`src/rtl/mem_arb_pkg.sv`:
```
// Shared types and constants for the unified-memory arbiter.
package mem_arb_pkg;

  typedef enum logic [1:0] {
    IDLE = 2'd0,
    OWN0 = 2'd1,
    OWN1 = 2'd2
  } arb_state_e;

  localparam int unsigned PortM0 = 0;
  localparam int unsigned PortM1 = 1;

  localparam int unsigned LockMaxDefault = 8;

endpackage

```
`src/rtl/arb_rr2.sv`:
```
// Two-requester round-robin picker: on a tie the port not served last wins.
module arb_rr2
  import mem_arb_pkg::*;
(
  input  logic [1:0] req,
  input  logic       last,
  output logic [1:0] gnt
);

  always_comb begin
    gnt = 2'b00;
    // last = 1 means m1 was served most recently, so m0 takes a tie
    if (req[PortM0] && (!req[PortM1] || last)) begin
      gnt[PortM0] = 1'b1;
    end else if (req[PortM1]) begin
      gnt[PortM1] = 1'b1;
    end
  end

endmodule

```
`src/rtl/mem_arbiter.sv`:
```
// CPU / loader arbiter for the single-port unified memory with round-robin fairness.
// Define MEM_ARB_LOCK_EN to enable bus locking (OWN0/OWN1 states, bounded lock counter).
module mem_arbiter
  import mem_arb_pkg::*;
#(
  parameter int unsigned LOCK_MAX = LockMaxDefault
) (
  input  logic        clk,
  input  logic        reset,
  input  logic        m0_req,
  input  logic        m0_we,
  input  logic        m0_lock,
  input  logic [31:0] m0_addr,
  input  logic [31:0] m0_wdata,
  input  logic        m1_req,
  input  logic        m1_we,
  input  logic        m1_lock,
  input  logic [31:0] m1_addr,
  input  logic [31:0] m1_wdata,
  output logic        m0_gnt,
  output logic        m0_rvalid,
  output logic [31:0] m0_rdata,
  output logic        m1_gnt,
  output logic        m1_rvalid,
  output logic [31:0] m1_rdata,
  output logic        mem_we,
  output logic [31:0] mem_a,
  output logic [31:0] mem_wd,
  input  logic [31:0] mem_rd
);

  logic [1:0]  req;
  logic [1:0]  we;
  logic [1:0]  rr_gnt;
  logic [1:0]  gnt;
  logic [1:0]  gnt_m;
  logic        last_q, last_d;
  logic [1:0]  rvalid_q;
  logic [31:0] rdata0_q, rdata1_q;

  assign req = {m1_req, m0_req};
  assign we  = {m1_we, m0_we};

  arb_rr2 u_rr (
    .req  (req),
    .last (last_q),
    .gnt  (rr_gnt)
  );

`ifdef MEM_ARB_LOCK_EN
  localparam int unsigned CntW = $clog2(LOCK_MAX + 1);

  arb_state_e      state_q, state_d;
  logic [CntW-1:0] cnt_q, cnt_d;
  logic [1:0]      lock;
  logic [1:0]      own;
  logic            sat;
  logic            own_hold;

  assign lock = {m1_lock, m0_lock};
  assign own  = {state_q == OWN1, state_q == OWN0};
  assign sat  = (cnt_q == CntW'(LOCK_MAX));
  // Owner keeps the bus unless it lets go or has used up its budget while the other port waits
  assign own_hold = |(own & req & lock) && !(sat && |(~own & req));

  always_comb begin
    state_d = state_q;
    cnt_d   = cnt_q;
    gnt     = 2'b00;
    if (own_hold) begin
      gnt   = own;
      cnt_d = sat ? cnt_q : cnt_q + CntW'(1);
    end else begin
      gnt = rr_gnt;
      if (|(rr_gnt & lock)) begin
        state_d = rr_gnt[PortM1] ? OWN1 : OWN0;
        cnt_d   = CntW'(1);
      end else begin
        state_d = IDLE;
        cnt_d   = '0;
      end
    end
  end

  always_ff @(posedge clk or posedge reset) begin
    if (reset) begin
      state_q <= IDLE;
      cnt_q   <= '0;
    end else begin
      state_q <= state_d;
      cnt_q   <= cnt_d;
    end
  end
`else
  logic unused_lock;

  assign unused_lock = m0_lock ^ m1_lock;
  assign gnt         = rr_gnt;
`endif

  // Reset masks the bus immediately so no write can commit on a reset edge
  assign gnt_m  = gnt & {2{~reset}};
  assign m0_gnt = gnt_m[PortM0];
  assign m1_gnt = gnt_m[PortM1];
  assign mem_we = |(gnt_m & we);
  assign mem_a  = gnt_m[PortM1] ? m1_addr  : (gnt_m[PortM0] ? m0_addr  : 32'd0);
  assign mem_wd = gnt_m[PortM1] ? m1_wdata : (gnt_m[PortM0] ? m0_wdata : 32'd0);

  assign last_d = gnt[PortM1] ? 1'b1 : (gnt[PortM0] ? 1'b0 : last_q);

  always_ff @(posedge clk or posedge reset) begin
    if (reset) begin
      last_q   <= 1'b1;
      rvalid_q <= 2'b00;
      rdata0_q <= 32'd0;
      rdata1_q <= 32'd0;
    end else begin
      last_q   <= last_d;
      rvalid_q <= gnt & ~we;
      if (gnt[PortM0] && !m0_we) begin
        rdata0_q <= mem_rd;
      end
      if (gnt[PortM1] && !m1_we) begin
        rdata1_q <= mem_rd;
      end
    end
  end

  assign m0_rvalid = rvalid_q[PortM0];
  assign m1_rvalid = rvalid_q[PortM1];
  assign m0_rdata  = rdata0_q;
  assign m1_rdata  = rdata1_q;

endmodule
```
`config.mk`:
```
export PLATFORM = sky130hd
export DESIGN_NAME = mem_arbiter
export DESIGN_NICKNAME = d
export VERILOG_FILES = /design/src/rtl/mem_arb_pkg.sv /design/src/rtl/arb_rr2.sv /design/src/rtl/mem_arbiter.sv
export SDC_FILE = /design/constraint.sdc
export NUM_CORES = 1
export LEC_CHECK = 0
export BUFFER_PORTS_ARGS = -buffer_cell sky130_fd_sc_hd__buf_2
export CAP_MARGIN = 40
export CORE_MARGIN = 5
export CORE_UTILIZATION = 30
export DETAILED_ROUTE_END_ITERATION = 6
export PLACE_DENSITY = 0.67
export SLEW_MARGIN = 20
export SYNTH_ARGS = -nofsm -noshare
export SYNTH_HDL_FRONTEND = slang
export SYNTH_SLANG_ARGS = --single-unit
```
`constraint.sdc`:
```
create_clock -name clk -period 2 [get_ports clk]
set_clock_uncertainty 0.1 [all_clocks]
set_input_delay 0.1 -clock clk [delete_from_list [all_inputs] [get_ports clk]]
set_output_delay 0.1 -clock clk [all_outputs]
set_load 0.05 [all_outputs]
```
==> impl_metrics.json <==
{
  "nNetsFinal": 797,
  "grt_max_degree": 68,
  "hold_class": "in -> async",
  "wl_per_cell_um": 18.0,
  "timing.rr.start": "last_q",
  "grt_pass1_wl_um": 20100,
  "dieArea_mm2": 0.0144,
  "pin_count": 301,
  "status": "complete, no violations",
  "worstMarginPinSlew_ns": 0.447,
  "hpwl_um": 9810,
  "htree_levels": 3,
  "clkLatencyLatePin_ns": 0.32,
  "fin_tns_setup_ns": 0,
  "synthArstFlopShare": 1.00,
  "synth_edf_count": 0,
  "cts_sinks": 67,
  "antenna_found_initial": 0,
  "synth_cell_types": 20,
  "period_share": 0.999,
  "synth_flop_cell": "dfrtp_1",
  "n_antenna_cell": 0,
  "slew_violations": 0,
  "syn_area_mm2": 0.00363,
  "cts_tree": "done",
  "cts_root_buffer": "clkbuf_16",
  "cts.clk_slew.worst_paths_ns": 0.06,
  "synth_nets": 477,
  "syn2layout_area_growth_pct": 77.9,
  "fmax_mhz": 500,
  "drt_iter0_drc": 339,
  "cp_max_fo": 15,
  "hold_violations": 0,
  "critical_path_class": "reg -> out",
  "postSynthCellCount": 309,
  "ys_seq_elements": 67,
  "dp_cells": 727,
  "firstDrtPassIters": 5,
  "rsz0062_at_grt": "yes",
  "cts_inserted_buffers": 9,
  "multiInputGateArea_mm2": 0.00184,
  "cp-startpoint": "last_q",
  "drc": 0,
  "dieHeight_um": 120,
  "grt.total_usage": 0.171,
  "p_per_area_mw_per_mm2": 964,
  "yosysTopAreaCellShare": 0.455,
  "synth_top_area_cell": "dfrtp_1",
  "min_period_ns": 2.00,
  "maxCapViolations": 0,
  "worstSetupEndpointType": "primary output",
  "ys.warnings.count": 0,
  "stdcell_count": 781,
  "synth.avg_cell_area_um2": 11.7,
  "gp_congestion": 0.851,
  "fillers": 1027,
  "initial_core_util": 0.305,
  "num_vias": 3927,
  "start_kind": "register",
  "synth.area.top_cells": "dfrtp_1, a32oi_1, mux2_4",
  "grt_pass1_vias": 3949,
  "power.total_w": 0.00622,
  "synthTopCellsByCount": "dfrtp_1, nor2_1, a32oi_1, mux2_1, mux2_4",
  "required_ns": 1.80,
  "port_buffers": 298,
  "fp.dieW_um": 120,
  "clockBufferDepth": 2,
  "drive_gt1_frac": 0.650,
  "seq_area_frac_synth": 0.462,
  "seqCellArea_mm2": 0.00168,
  "power_leakage_nw": 3.19,
  "rows": 40,
  "vdd_ir_drop_max_v": 0.000388,
  "core_region_area_mm2": 0.0119,
  "wl_um": 14000,
  "viasPerCell": 5.03,
  "max_slew_margin": 0.702,
  "setup_violations": 0,
  "cp.arrival_ns": 1.80,
  "grt_overflow": 0,
  "final_antenna_net_count": 0
}
==> path summary, 6_finish.rpt <==
path | end | slack, ns | cells after the start
setup reg to reg | m0_rdata[15] | 0.25 | 5
setup / recovery | mem_a[0] | 0.002 | 5
hold reg to reg | m1_rdata[21] | 0.38 | 1
max in group asynchronous | last_q | 1.42 | 4
min in group clk | rvalid_q[1] | 0.10 | 3
hold / removal | m1_rdata[12] | 0.04 | 4
==> cells in the final DEF (no fill, tap or decap), drive strengths merged, types with 2 or more instances in the layout <==
| cell | netlist | routed |
|---|---|---|
| a32oi | 65 | 65 |
| buf | 25 | 309 |
| clkbuf | 12 | 13 |
| clkinvlp | 0 | 3 |
| dfrtp | 66 | 66 |
| dlygate4sd3 | 0 | 32 |
| inv | 3 | 5 |
| mux2 | 64 | 64 |
| nand2b | 1 | 2 |
| nor2 | 66 | 66 |
==> routing by layer <==
metal / track usage / vias to the layer above / part of all wire
li1: - / 1806 / -
met1: 0.208 / 1887 / 0.38
met2: 0.305 / 216 / 0.52
met3: 0.0419 / 18 / 0.092
met4: 0.0358 / 0 / 0.012
met5: 0 / - / 0
==> sequential cells by signal (all words and copies together) (netlist names) <==
signal,count
last_q,1
m0_rdata,32
rvalid_q,2
m1_rdata,32
==> critical path, cell delays in order (launching register included) <==
cell and delay [ns]:
dfstp_2 0.57, nand2b_4 0.23, clkbuf_16 0.21, a32oi_1 0.11, nor2_1 0.13, buf_4 0.21
==> repair_timing <==
action / in CTS / in global routing
hold buffers: 32 / 0
cloned: 1 / 4
resized for setup: 63 / 61
pin swaps: 0 / 3
setup buffers: 0 / 1
endpoints found under the hold margin: 64 / 0
endpoints found under the setup margin: 61 / 59
==> cell type report <==
class,instances,share of cell area
well taps,147,0.0285
repair buffers,345,0.376
flip-flops and latches,67,0.260
clock buffers,9,0.0349
multi-input cells,203,0.286
inverters,3,0.00233
clock inverters,7,0.0128
==> cell families (layout without fill, tap and decap cells) <==
group | after synthesis | in the layout | synth area share
buffers and inverters | 40 | 364 | 0.0634
and+or+nand+nor | 71 | 72 | 0.0821
AOI/OAI and AO/OA | 67 | 67 | 0.163
muxes | 64 | 64 | 0.229
DFF | 67 | 67 | 0.462
==> per-stage QoR <==
| stage | cell area, um2 | hold slack (ns) | util | worst slack, ns |
|---|---|---|---|---|
| global route | 6450 | 0.0693 | 0.542 | -0.0529 |
| detailed placement | 5340 | 0.241 | 0.448 | 0.207 |
| CTS | 6150 | 0.0557 | 0.517 | 0.0202 |
| finish | 6450 | 0.0425 | 0.542 | 0.00154 |
| floorplan | 3730 | 0.135 | - | -0.0137 |
| global placement | 5340 | 0.230 | 0.448 | 0.236 |
==> power by group <==
group / leakage, nW / internal (W) / switching (W)
Sequential: 0.789 / 0.00163 / 0.000142
Combinational: 2.25 / 0.000930 / 0.00193
Clock: 0.145 / 0.000984 / 0.000611
Power figures use the tool's default switching activity.
